### src/rtl/board_entry_if.sv
// Memory write handshake between the board entry block and data memory.
interface board_entry_if;
    logic        wr_req;
    logic [39:0] wr_addr;
    logic [39:0] wr_data;
    logic        wr_ack;

    modport master (output wr_req, output wr_addr, output wr_data, input wr_ack);
    modport slave  (input wr_req, input wr_addr, input wr_data, output wr_ack);
endinterface

### src/rtl/board_entry.sv
// 8-puzzle start-board entry: debounced buttons edit 9 tiles, the board is checked
// to be a permutation of 0..8 and then written to data memory via req/ack.
module board_entry #(
    parameter int unsigned DEB_CYCLES = 20000,
    parameter logic [39:0] BASE_ADDR  = 40'd0
) (
    input  logic                 clk,
    input  logic                 rst_n,
    input  logic                 btn_inc,
    input  logic                 btn_next,
    board_entry_if.master        mem,
    output logic [3:0]           cur_pos,
    output logic [3:0]           cur_val,
    output logic                 board_valid,
    output logic                 err
);
    localparam int unsigned CNT_W     = (DEB_CYCLES > 1) ? $clog2(DEB_CYCLES) : 1;
    localparam int unsigned TILE_W    = 4;
    localparam int unsigned NUM_TILES = 9;
    localparam int unsigned DATA_W    = 40;
    localparam int unsigned PAD_W     = DATA_W - NUM_TILES * TILE_W;

    typedef enum logic [2:0] {
        S_EDIT  = 3'd0,
        S_CHECK = 3'd1,
        S_SEND  = 3'd2,
        S_DONE  = 3'd3,
        S_ERR   = 3'd4
    } state_t;

    // Index 0 = inc button, index 1 = next button
    logic [1:0]            raw;
    logic [1:0]            sync1;
    logic [1:0]            sync2;
    logic [1:0]            lvl;
    logic [1:0]            pulse;
    logic [1:0][CNT_W-1:0] cnt;
    logic                  inc_p;
    logic                  next_p;

    assign raw    = {btn_next, btn_inc};
    assign inc_p  = pulse[0];
    assign next_p = pulse[1];

    // Synchronize, then accept a level change only after DEB_CYCLES stable samples
    always_ff @(posedge clk or negedge rst_n) begin
        if (!rst_n) begin
            sync1 <= '0;
            sync2 <= '0;
            lvl   <= '0;
            pulse <= '0;
            cnt   <= '0;
        end else begin
            sync1 <= raw;
            sync2 <= sync1;
            for (int b = 0; b < 2; b++) begin
                pulse[b] <= 1'b0;
                if (sync2[b] == lvl[b]) begin
                    cnt[b] <= '0;
                end else if (cnt[b] == CNT_W'(DEB_CYCLES - 1)) begin
                    lvl[b]   <= sync2[b];
                    cnt[b]   <= '0;
                    pulse[b] <= sync2[b];
                end else begin
                    cnt[b] <= cnt[b] + CNT_W'(1);
                end
            end
        end
    end

    state_t                            state_q;
    state_t                            state_n;
    logic [NUM_TILES-1:0][TILE_W-1:0]  tile_q;
    logic [NUM_TILES-1:0][TILE_W-1:0]  tile_n;
    logic [3:0]                        pos_n;
    logic [3:0]                        val_n;
    logic [NUM_TILES-1:0]              mask;

    // Seen mask: values above 8 shift out and leave the mask incomplete
    always_comb begin
        mask = '0;
        for (int i = 0; i < NUM_TILES; i++) begin
            mask = mask | (NUM_TILES'(1) << tile_q[i]);
        end
    end

    always_comb begin
        state_n = state_q;
        pos_n   = cur_pos;
        val_n   = cur_val;
        tile_n  = tile_q;
        case (state_q)
            S_EDIT: begin
                if (next_p) begin
                    tile_n[cur_pos] = cur_val;
                    val_n           = '0;
                    if (cur_pos == 4'(NUM_TILES - 1)) begin
                        state_n = S_CHECK;
                    end else begin
                        pos_n = cur_pos + 4'(1);
                    end
                end else if (inc_p) begin
                    val_n = (cur_val == 4'(8)) ? 4'(0) : cur_val + 4'(1);
                end
            end
            S_CHECK: state_n = (mask == {NUM_TILES{1'b1}}) ? S_SEND : S_ERR;
            S_SEND: begin
                if (mem.wr_ack) begin
                    state_n = S_DONE;
                end
            end
            S_DONE, S_ERR: begin
                if (next_p) begin
                    state_n = S_EDIT;
                    pos_n   = '0;
                    val_n   = '0;
                    tile_n  = '0;
                end
            end
            default: begin
                state_n = S_EDIT;
                pos_n   = '0;
                val_n   = '0;
                tile_n  = '0;
            end
        endcase
    end

    // All outputs registered from next-state values so they align with the state
    always_ff @(posedge clk or negedge rst_n) begin
        if (!rst_n) begin
            state_q     <= S_EDIT;
            cur_pos     <= '0;
            cur_val     <= '0;
            tile_q      <= '0;
            mem.wr_req  <= 1'b0;
            mem.wr_addr <= '0;
            mem.wr_data <= '0;
            board_valid <= 1'b0;
            err         <= 1'b0;
        end else begin
            state_q     <= state_n;
            cur_pos     <= pos_n;
            cur_val     <= val_n;
            tile_q      <= tile_n;
            mem.wr_req  <= (state_n == S_SEND);
            mem.wr_addr <= (state_n == S_SEND) ? BASE_ADDR : '0;
            mem.wr_data <= (state_n == S_SEND) ? {PAD_W'(0), tile_n} : '0;
            board_valid <= (state_n == S_DONE);
            err         <= (state_n == S_ERR);
        end
    end
endmodule

### src/flat_wrapper.sv
// flat-port wrapper written by rule: the top's interface ports become plain ports
module board_entry_flat 
#(
    parameter int unsigned DEB_CYCLES = 20000,
    parameter logic [39:0] BASE_ADDR  = 40'd0
)
  (clk, rst_n, btn_inc, btn_next, cur_pos, cur_val, board_valid, err, mem_wr_req, mem_wr_addr, mem_wr_data, mem_wr_ack);
  board_entry_if mem_i ();
  input  logic clk;
  input  logic rst_n;
  input  logic btn_inc;
  input  logic btn_next;
  output logic [3:0] cur_pos;
  output logic [3:0] cur_val;
  output logic board_valid;
  output logic err;
  output wire logic [$bits(mem_i.wr_req)-1:0] mem_wr_req;
  output wire logic [$bits(mem_i.wr_addr)-1:0] mem_wr_addr;
  output wire logic [$bits(mem_i.wr_data)-1:0] mem_wr_data;
  input wire logic [$bits(mem_i.wr_ack)-1:0] mem_wr_ack;
  assign mem_wr_req = mem_i.wr_req;
  assign mem_wr_addr = mem_i.wr_addr;
  assign mem_wr_data = mem_i.wr_data;
  assign mem_i.wr_ack = mem_wr_ack;
  board_entry #(.DEB_CYCLES(DEB_CYCLES), .BASE_ADDR(BASE_ADDR)) u_core (.clk(clk), .rst_n(rst_n), .btn_inc(btn_inc), .btn_next(btn_next), .mem(mem_i), .cur_pos(cur_pos), .cur_val(cur_val), .board_valid(board_valid), .err(err));
endmodule
### config.mk
export PLATFORM = sky130hd
export DESIGN_NAME = board_entry_flat
export DESIGN_NICKNAME = d
export VERILOG_FILES = /design/src/rtl/board_entry_if.sv /design/src/rtl/board_entry.sv /design/src/flat_wrapper.sv
export SDC_FILE = /design/constraint.sdc
export NUM_CORES = 1
export LEC_CHECK = 0
export BUFFER_PORTS_ARGS = -buffer_cell sky130_fd_sc_hd__buf_2
export CAP_MARGIN = 20
export CORE_ASPECT_RATIO = 0.8
export CORE_UTILIZATION = 45
export DETAILED_ROUTE_END_ITERATION = 6
export PLACE_DENSITY = 0.65
export SLEW_MARGIN = 20
export SYNTH_ARGS = -nofsm -noshare
export SYNTH_HDL_FRONTEND = slang
export SYNTH_SLANG_ARGS = --single-unit
### constraint.sdc
create_clock -name clk -period 2.2 [get_ports clk]
set_input_delay 0.11 -clock clk [delete_from_list [all_inputs] [get_ports clk]]
set_output_delay 0.11 -clock clk [all_outputs]
set_load 0.03 [all_outputs]
* Word-level counts from Yosys, hierarchy flattened
Cells that the tools add are included.
** Word-level totals
- RAM bits :: 0
- ROM bits :: 0
- Latch bits :: 0
- Memories :: 0
- Word-level logic and storage cells :: 104
- Register bits after elaboration :: 128
** Operators by class
- Mux-type cells :: 29
- Div/mod/pow operators :: 0
- Reduce and logical (&&, ||, !) cells :: 8
- Eq/ne operators :: 18
- $add $sub $neg :: 4
- Bitwise logic cells :: 11
- Order comparisons :: 2
- Shift-type cells :: 9
- Multiply operators :: 0
** Operators with widths (number)
- two-way mux 36 bit :: 3
- case mux 36 bit (3 select lines) :: 1
- << shifter 1 x 4 -> 9 bit (first input constant) :: 9
- OR 9 bit :: 8
- two-way mux 15 bit :: 4
- bitwise mux 36 bit :: 1
- adder 15 x 1 -> 15 bit (second input constant) :: 2
- == test 15 bit (second input constant) :: 2
- two-way mux 4 bit :: 7
- case mux 4 bit (3 select lines) :: 2
- demux 4 bit (select 4 bit) :: 1
- two-way mux 3 bit :: 5
- == test 3 x 2 -> 1 bit (second input constant) :: 4
- case mux 3 bit (4 select lines) :: 1
- == test 9 bit (second input constant) :: 1
- adder 4 x 1 -> 4 bit (second input constant) :: 2
- == test 4 bit (second input constant) :: 2
- == test 3 bit (second input constant) :: 2
- less-than comparator 4 x 5 -> 1 bit (second input constant) :: 1
- greater-or-equal comparator 4 x 1 -> 1 bit (second input constant) :: 1
- two-way mux 1 bit :: 4
- != test 2 x 1 -> 1 bit (second input constant) :: 2
- AND reduction 2 bit :: 2
- AND reduction 4 bit :: 1
- 9 further kinds :: 13

* Logic depth before layout (Yosys ltp)
Gate-level depths: netlist of run 1.
- Depth in word-level cells :: 14
- Depth in mapped cells :: 9
- Mapped depth without buffers :: 7

* Least setup slack after synthesis of run 1
Ideal clock, no wire load.
- Kind :: reg-to-reg
- From :: register u_core.tile_q[25] (netlist name)
- To :: register u_core.mem.wr_req
- Setup slack :: 0.226 ns
- Data required time :: 2.059 ns
- Data arrival time :: 1.833 ns
- Path buffers :: 3
- Cell stages (with the launch flop) :: 10
- Cell sequence :: dfrtp_1 > buf_2 > or4b_1 > o31ai_1 > or4b_1 > o211a_1 > nand4b_1 > buf_6 > buf_6 > nand2_1
** Between the ends
- Cells in the longest elaborated chain, start to end :: 8
** Ends and longest elaborated chain
- start: declaration :: line board_entry.sv:73 : logic [NUM_TILES-1:0][TILE_W-1:0] tile_q;
- start signal: assignment :: line board_entry.sv:145 : tile_q <= tile_n;
- << shifter 1 x 4 -> 9 bit :: line board_entry.sv:83 : mask = mask | (NUM_TILES'(1) << tile_q[i]);
- OR 9 bit (3 in series) :: line board_entry.sv:83
- == test 9 bit :: line board_entry.sv:106 : S_CHECK: state_n = (mask == {NUM_TILES{1'b1}}) ? S_SEND : S_ERR;
- two-way mux 3 bit :: line board_entry.sv:106
- case mux 3 bit (4 select lines) :: line board_entry.sv:92 : case (state_q)
- == test 3 x 2 -> 1 bit :: line board_entry.sv:146 : mem.wr_req <= (state_n == S_SEND);
- end signal: assignment :: line board_entry.sv:146
- end: declaration :: line board_entry_if.sv:8 : modport master (output wr_req, output wr_addr, output wr_data, input wr_ack);
No other way between the ends.
A chain may end at the register's enable or synchronous reset.

* Worst setup path after layout of run 1
- From :: register u_core.tile_q[11] (netlist name)
- To :: register u_core.mem.wr_data[3]
** Between the ends
- Cells in the longest elaborated chain, start to end :: 13
** Ends and longest elaborated chain
- << shifter 1 x 4 -> 9 bit :: line board_entry.sv:83
- OR 9 bit (7 in series) :: line board_entry.sv:83
- == test 9 bit :: line board_entry.sv:106
- two-way mux 3 bit :: line board_entry.sv:106
- case mux 3 bit (4 select lines) :: line board_entry.sv:92
- == test 3 x 2 -> 1 bit :: line board_entry.sv:148 : mem.wr_data <= (state_n == S_SEND) ? {PAD_W'(0), tile_n} : '0;
- two-way mux 36 bit :: line board_entry.sv:148
- end signal: assignment :: line board_entry.sv:148
- end: declaration :: line board_entry_if.sv:8
No other way between the ends.

==> impl_metrics.ini, run 1 <==
[global_route]
antenna_found_initial = 0
grt_max_degree = 43
grt_remaining_overflow = 0
grt_pass1_vias = 4903
grt_usage = 0.235
grt_pass1_wl_um = 26100

[critical_path]
cp.required_ps = 2480
critPathCaptureType = register
worstSetupPathType = register to register
cp_top_family = simple AND/OR/NAND/NOR gates
reg2reg_slack_ps = 10
slowest_delay_ps = 520
critPathMaxFanout = 6
worstPathCellList = buf_4 -> nor4b_1 -> or4b_1 -> o211a_1 -> nand4b_1 -> buf_6 -> clkbuf_16 -> a21boi_1
worst_r2r_path_depth = 8
path_buf_inv = 3
cpMaxStageDelayCell = or4b_1
cp.arrival_ps = 2460
r2r-start = u_core.tile_q[11]
startpoint_type = register
r2r-end = u_core.mem.wr_data[3]

[sta]
finalCritPeriodShare = 0.993
fin_hold_ws_ps = 249
period_needed_ps = 2190
hold_viol = 0
setup_viol = 0
worst_slew_pin_slew_ps = 709
relSlewSlack = 0.527
maxClockFrequency_mhz = 458
setup_ws_ps = 14.9
skew_ps = 8.91
maxSlewViolCount = 0
rsz0062_at_grt = yes

[die]
start_util = 0.470
rows = 38
fp.dieArea_um2 = 14900
die_y_um = 109
coreArea_um2 = 13800
boundaryPins = 96
die_x_um = 136

[synth]
synth-edff-count = 0
yosysSeqAreaShare = 0.478
synthSimpleGateAreaFrac = 0.225
ys_async_sr_fraction = 1.00
synthMuxAreaShare = 0.00675
synth_cell_types = 49
synth-main-ff-cell = dfrtp_1
synth_top_family_by_area = simple AND/OR/NAND/NOR gates
synth-xor-area-share = 0.0378
yosys.area_share.adder = 0.0154
synth_seq_cells = 124
syn_avg_cell_area_um2 = 10.3
synth_cells = 631
yosys_warnings = 0
synth_area_um2 = 6490
synth_compound_area_frac = 0.137

[clock_network]
clock-root-buffer = clkbuf_16
clock-sinks = 124
cts_tree = built
cts_buffers = 17
worstSkewPairLatency_ps = 420
clk_path_buf_depth = 2
ctsHtreeMaxLevel = 4
clk_pin_slew_ps = 60

[finish]
nets = 734
area_delta_synth_final_pct = 24.0
layout_commonest_cell = dfrtp_1
diodes = 0
fin_util = 0.583
most-common-layout-cells = dfrtp_1, nor2_1, buf_4, buf_2, conb_1
stdcell_count = 914
drive_gt1_frac = 0.305

[power_and_ir_drop]
power_mw = 5.40
p_leak_nw = 3.65
cellPowerDensity_nw_per_um2 = 672
vdd_drop_max_uv = 486

[route]
drc = 0
drtIter0Drc = 359
vias = 5149
dr.pass1.iters = 5
detail_route.wl_per_cell_um = 18.3
ant_nets = 0
wl_um = 16800
via_per_inst = 5.63

[worst_hold_path]
min_path_type = primary input to async pin

[placed_design]
gp_congestion = 0.930
hpwl_um = 11700
portBuffers = 51
dp_cells = 874
place_ws_ps = -83.4

[run_status]
status = finished clean

[run]
drv_cap = 0
worst max path at each step:
stage                                  from                     end  slack, ps  cells after the start
after floorplan           u_core.tile_q[25]       u_core.mem.wr_req        230                      9
after global placement    u_core.tile_q[15]  u_core.mem.wr_data[13]         10                      8
after detailed placement  u_core.tile_q[35]  u_core.mem.wr_data[14]        -80                      8
after CTS                 u_core.tile_q[33]   u_core.mem.wr_data[2]        -10                      9
after global routing       u_core.tile_q[2]  u_core.mem.wr_data[11]        -50                      9
final                     u_core.tile_q[11]   u_core.mem.wr_data[3]         10                      8
cell families (layout without fill, tap and decap cells):
kind of cell,count (synthesis),in the layout
AO/OA/AOI/OAI,114,114
other,1,44
adder cells (fa/ha/maj),8,8
multiplexers,4,4
AND/OR/NAND/NOR,242,242
flip-flops,124,124
buffers and inverters,110,170
XOR/XNOR,28,28
per-layer routing:
metal,GRT usage,routed length [um]
met1,0.337,7860
met2,0.354,7600
met3,0.0567,1120
met4,0.0651,179
met5,0,0
synthesized netlist by cell type (all sizes together) (9+ instances only):
master	instances	area, um2
nor4bb	18	180
nand4	13	81.3
a22o	38	333
nand4b	9	78.8
nor4b	32	280
nor2	61	229
xnor2	9	78.8
inv	14	52.6
nand2	33	124
nor3	17	90.1
dfrtp	124	3100
a21boi	36	300
clkbuf	19	71.3
nand3	19	95.1
buf	77	520
xor2	19	166
o21ai	18	90.1
nor4	13	96.3
repair_timing:
| action | 4_1_cts | 5_1_grt |
|---|---|---|
| setup endpoints to repair | 25 | 40 |
| pin swaps | 2 | 7 |
| cloned | 1 | 2 |
| resized for setup | 9 | 74 |
| endpoints found under the hold margin | 43 | 0 |
| buffers inserted | 1 | 0 |
| hold buffers | 4 | 0 |
state kept, by name, indices dropped and copies added, names as in the netlist:
signal,flops
u_core.mem.wr_data,36
u_core.tile_q,36
u_core.cnt,30
u_core.cur_pos,4
u_core.cur_val,4
u_core.state_q,3
u_core.lvl,2
u_core.pulse,2
u_core.sync1,2
u_core.sync2,2
u_core.board_valid,1
u_core.err,1
u_core.mem.wr_req,1
where the power goes:
part | switching (mW) | internal (mW) | leakage (nW)
registers | 0.0128 | 2.30 | 1.70
logic | 0.194 | 0.0394 | 1.66
clock network | 1.15 | 1.71 | 0.292
through the flow:
| step | area [um2] | setup TNS, ps |
|---|---|---|
| floorplan | 6650 | 0 |
| global placement | 7050 | 0 |
| detailed placement | 7050 | -953 |
| CTS | 7750 | -54.7 |
| global route | 8040 | -1210 |
| finish | 8040 | 0 |
final cells by class:
| cell class | count | area [um2] |
|---|---|---|
| clock inverter | 15 | 175 |
| fill | 1198 | 5750 |
| tap | 180 | 225 |
| clock buffer | 17 | 425 |
| inverter | 14 | 52.6 |
| multi-input combinational | 440 | 3130 |
| timing repair buffer | 124 | 920 |
| sequential | 124 | 3110 |
No activity file was read; power rests on OpenSTA's default activity.
==> inputs of run 2 (changes only) <==
--- a/config.mk
+++ b/config.mk
@@ -5,6 +5,7 @@
 export SDC_FILE = /design/constraint.sdc
 export NUM_CORES = 1
 export LEC_CHECK = 0
+export ABC_AREA = 1
 export BUFFER_PORTS_ARGS = -buffer_cell sky130_fd_sc_hd__buf_2
 export CAP_MARGIN = 20
 export CORE_ASPECT_RATIO = 0.8
==> impl_metrics.ini, run 2 <==
[synth]
synthSimpleGateAreaFrac = 0.262
syn_avg_cell_area_um2 = 8.10
synth_top_family_by_area = simple AND/OR/NAND/NOR gates
synth_cell_types = 38
synth-xor-area-share = 0.0150
synth_common_cells = inv_1, nand2_1, dfrtp_1, nor2_1, buf_4
synth_area_um2 = 6410
yosysSeqAreaShare = 0.484
synth_area_leaders = dfrtp_1, inv_1, nand2_1
yosys.area_share.adder = 0.0156
synth_most_common_cell = inv_1
synth_compound_area_frac = 0.0816
synth-main-ff-cell = dfrtp_1
synth_seq_cells = 124
synth_cells = 791
synth-edff-count = 0
yosys.area.top_type_share = 0.484
ys_async_sr_fraction = 1.00
synthMuxAreaShare = 0
yosys_warnings = 0
synth_largest_area_cell = dfrtp_1

[finish]
drive_gt1_frac = 0.175
diodes = 0
reg_top3 = u_core.mem.wr_data x36, u_core.tile_q x36, u_core.cnt x30
layout_commonest_cell = inv_1
stdcell_count = 1060
most-common-layout-cells = inv_1, nand2_1, dfrtp_1, nor2_1, buf_2
final_area_um2 = 7460
area_delta_synth_final_pct = 16.4
fill_cells = 1283
nets = 880

[global_route]
grt_remaining_overflow = 0
grt_pass1_vias = 4743
grt_pass1_wl_um = 23800
antenna_found_initial = 0
grt_max_degree = 53
grt_usage = 0.213

[clock_network]
worstSkewPairLatency_ps = 410
clock-root-buffer = clkbuf_16
ctsHtreeMaxLevel = 4
clock-sinks = 124
postCtsSetupBuffers = 0
postCtsHoldBufs = 3
ctsResizeCount = 0
clk_path_buf_depth = 2
cts_tree = built
clk_pin_slew_ps = 60
cts_buffers = 17

[die]
rows = 38
coreArea_um2 = 13700
fp.dieArea_um2 = 14700
die_y_um = 109
boundaryPins = 96
start_util = 0.466
die_x_um = 135

[power_and_ir_drop]
p_leak_nw = 3.72
cellPowerDensity_nw_per_um2 = 784
power_mw = 5.85
vdd_drop_max_uv = 649

[sta]
finalCritPeriodShare = 0.898
tns_ps = 0
skew_ps = 8.08
setup_viol = 0
hold_viol = 0
setup_ws_ps = 223
rsz0062_at_grt = no
maxSlewViolCount = 0
period_needed_ps = 1980
maxClockFrequency_mhz = 506

[critical_path]
worst_r2r_path_depth = 10
worstPathCellList = inv_1 -> ha_1 -> nand2_1 -> nor3_1 -> buf_4 -> inv_1 -> a21oi_1 -> o22ai_1 -> inv_1 -> nor2_2
critPathMostFrequentCell = inv_1
cp.arrival_ps = 2290
reg2reg_slack_ps = 220
worstSetupPathType = register to register
cpMaxStageDelayCell = dfrtp_1
r2r-start = u_core.cur_pos[0]
slowest_delay_ps = 420
worst-path-stages = 10
critPathLaunch = u_core.cur_pos[0]
cp.required_ps = 2510
cp_top_family = buffers and inverters
r2r-end = u_core.mem.wr_data[18]
crit_end = u_core.mem.wr_data[18]
critPathMaxFanout = 5
startpoint_type = register
critPathCaptureType = register
path_buf_inv = 4

[route]
ant_nets = 0
via_per_inst = 4.82
drtIter0Drc = 516
dr.pass1.iters = 5
wl_um = 14500
vias = 5110
detail_route.wl_per_cell_um = 13.7
drc = 0

[run_status]
status = finished clean

[placed_design]
gp_congestion = 0.876
dpl_cell_area_um2 = 6780
place_ws_ps = 255
dp_cells = 1025
portBuffers = 51
hpwl_um = 10500

[run]
drv_cap = 0

[worst_hold_path]
min_path_type = primary input to register
-- run 2: worst min-delay path by stage --
stage               startpoint            endpoint  slack [ps]  cells past startpoint
floorplan                rst_n  u_core.board_valid        -190                      0
finish              mem_wr_ack  u_core.board_valid           4                      3
CTS                 mem_wr_ack  u_core.board_valid           8                      3
global route        mem_wr_ack  u_core.board_valid          40                      3
detailed placement       rst_n      u_core.cnt[29]          80                      1
global placement         rst_n      u_core.cnt[27]          70                      1
-- run 2: kinds of logic (layout without fill, tap and decap cells) --
family	after synthesis	count (layout)
xor gates and xnor gates	11	11
other	1	44
AOI/OAI and AO/OA	89	89
buffers and inverters	189	235
adders and majority gates	8	8
DFF	124	124
and+or+nand+nor	369	369
-- run 2: metal layers --
metal  vias up  global-route usage  routed length [um]
li1       2538                   -                   -
met1      2385               0.316                7280
met2       173               0.306                6050
met3        14              0.0539                1020
met4         0              0.0602                 177
met5         -                   0                   0
-- run 2: layout make-up --
cell class                      count  area (um2)  share of cell area
Clock buffer                       21         460              0.0617
Clock inverter                     11         190              0.0255
Sequential cell                   124        3100               0.416
Timing Repair Buffer               63         393              0.0527
Tap cell                          180         225              0.0302
Multi-Input combinational cell    521        2560               0.343
Inverter                          140         526              0.0705
-- run 2: stage by stage --
step                 util  hold WS, ps
floorplan               -         -186
global placement    0.493         71.1
detailed placement  0.493         79.8
CTS                 0.543         8.24
global route        0.543         40.6
finish              0.543         3.60
-- run 2: power by group --
group	switching, mW	total, mW	internal (mW)
Sequential	0.0301	2.35	2.32
Clock	1.03	3.09	2.07
Combinational	0.329	0.408	0.0794
Total	1.39	5.85	4.46
-- run 2: tightest hold or removal path: cells and delay by family --
family,cells,cell delay [ps]
simple gates,1,140
buf+inv,1,80
compound gates,1,30
==> inputs of run 3 (changes only) <==
--- a/config.mk
+++ b/config.mk
@@ -6,12 +6,11 @@
 export NUM_CORES = 1
 export LEC_CHECK = 0
 export ABC_AREA = 1
-export BUFFER_PORTS_ARGS = -buffer_cell sky130_fd_sc_hd__buf_2
 export CAP_MARGIN = 20
 export CORE_ASPECT_RATIO = 0.8
 export CORE_UTILIZATION = 45
 export DETAILED_ROUTE_END_ITERATION = 6
-export PLACE_DENSITY = 0.65
+export DONT_BUFFER_PORTS = 1
 export SLEW_MARGIN = 20
 export SYNTH_ARGS = -nofsm -noshare
 export SYNTH_HDL_FRONTEND = slang
==> impl_metrics.ini, run 3 (synthesis results as in run 2) <==
[critical_path]
path_buf_inv = 2
cp.arrival_ps = 2350
critPathMaxFanout = 9
worstPathCellList = inv_2 -> o21ai_4 -> nand3_2 -> a21oi_1 -> inv_1 -> a22oi_1 -> nor2_1
slowest_delay_ps = 490
critPathCaptureType = register
worstSetupPathType = register to register
cp_top_family = compound AO/OA/AOI/OAI gates
cpMaxStageDelayCell = dfrtp_1
cp.required_ps = 2500
startpoint_type = register

[finish]
fill_cells = 1296
nets = 832
diodes = 0
most-common-layout-cells = inv_1, nand2_1, dfrtp_1, nor2_1, nor2_2
drive_gt1_frac = 0.130
multi_input_area_um2 = 2560
area_delta_synth_final_pct = 11.7
seq_area_um2 = 3100
stdcell_count = 1012
layout_commonest_cell = inv_1
reg_top3 = u_core.mem.wr_data x36, u_core.tile_q x36, u_core.cnt x30

[clock_network]
cts_tree = built
clk_path_buf_depth = 2
worstSkewPairLatency_ps = 420
ctsHtreeMaxLevel = 4
cts_buffers = 17
clock-root-buffer = clkbuf_16
clock-sinks = 124
postCtsHoldBufs = 3
clk_pin_slew_ps = 60

[run]
drv_cap = 0

[die]
die_x_um = 135
fp.dieArea_um2 = 14700
coreArea_um2 = 13700
boundaryPins = 96
die_y_um = 109
rows = 38
start_util = 0.466

[sta]
maxSlewViolCount = 0
hold_viol = 124
maxClockFrequency_mhz = 487
rsz0062_at_grt = no
skew_ps = 7.47
finalCritPeriodShare = 0.934
tns_ps = 0
fin_hold_ws_ps = -619
period_needed_ps = 2060
setup_viol = 0

[placed_design]
portBuffers = 0
hpwl_um = 10400
dp_cells = 977
gp_congestion = 0.929

[global_route]
grt_pass1_wl_um = 23400
grt_remaining_overflow = 0
grt_usage = 0.214
grt_pass1_vias = 4729
grt_max_degree = 125
antenna_found_initial = 0

[run_status]
status = finished, violations left
violations = negative hold slack

[route]
drtIter0Drc = 290
drc = 0
via_per_inst = 4.83
ant_nets = 0
vias = 4889
detail_route.wl_per_cell_um = 14.3
dr.pass1.iters = 5
wl_um = 14400

[worst_hold_path]
min_path_type = primary input to async pin

[power_and_ir_drop]
cellPowerDensity_nw_per_um2 = 790
p_leak_nw = 3.44
vdd_drop_max_uv = 567
==> run 3: cell types whose count changed in the layout (fill, tap and decap cells not counted), sizes merged <==
| cell | before | now |
|---|---|---|
| clkinvlp | 4 | 3 |
| clkbuf | 21 | 17 |
| buf | 60 | 12 |
| clkinv | 4 | 9 |
| bufinv | 5 | 4 |
| inv | 138 | 139 |
==> run 3: path summary, 6_finish.rpt <==
check / startpoint / endpoint / slack (ps) / depth (start not counted)
setup / recovery: u_core.pulse[1] / u_core.mem.wr_data[3] / 140 / 7
max in group asynchronous: rst_n / u_core.cnt[12] / 2670 / 0
hold reg to reg: u_core.sync1[1] / u_core.sync2[1] / 350 / 0
setup reg to reg: u_core.pulse[1] / u_core.mem.wr_data[3] / 140 / 7
min in group clk: btn_next / u_core.sync1[1] / 240 / 1
hold / removal: rst_n / u_core.mem.wr_data[21] / -620 / 0
==> run 3: through the flow <==
step | util | instance area [um2] | power (mW) | setup WS (ps)
after global routing | 0.521 | 7160 | 5.85 | 2.34
after detailed placement | 0.473 | 6500 | 2.74 | 191
final | 0.521 | 7160 | 5.66 | 145
after CTS | 0.521 | 7160 | 5.71 | 172
after global placement | 0.473 | 6500 | 2.74 | 185
after floorplan | - | 6570 | 2.70 | 397
==> run 3: timing repair <==
| item | 4_1_cts | 5_1_grt |
|---|---|---|
| endpoints found under the hold margin | 127 | 124 |
| gates resized for setup | 0 | 0 |
| setup buffers | 0 | 0 |
==> run 3: final cells by class <==
type | count | share of cell area
well taps | 180 | 0.0315
clock buffers | 17 | 0.0594
flip-flops and latches | 124 | 0.433
multi-input cells | 521 | 0.358
repair buffers | 15 | 0.0168
clock inverters | 15 | 0.0276
inverters | 140 | 0.0734
==> run 3: metal layers <==
metal,share of wire,vias up,global-route usage
met5,0,-,0
met4,0.020,0,0.0859
met3,0.059,26,0.0642
met2,0.46,144,0.324
met1,0.47,2267,0.286
li1,-,2452,-
==> run 3: worst reg2reg max path, cell delays in order (launching register included) <==
cell	delay [ps]
dfrtp_1	490
inv_2	120
o21ai_4	200
nand3_2	310
a21oi_1	380
inv_1	70
a22oi_1	280
nor2_1	90
==> run 3: power by group <==
| part | internal (mW) | switching [mW] | total, mW |
|---|---|---|---|
| combinational | 0.0748 | 0.273 | 0.348 |
| clock | 1.89 | 1.06 | 2.95 |
| sequential | 2.31 | 0.0452 | 2.36 |
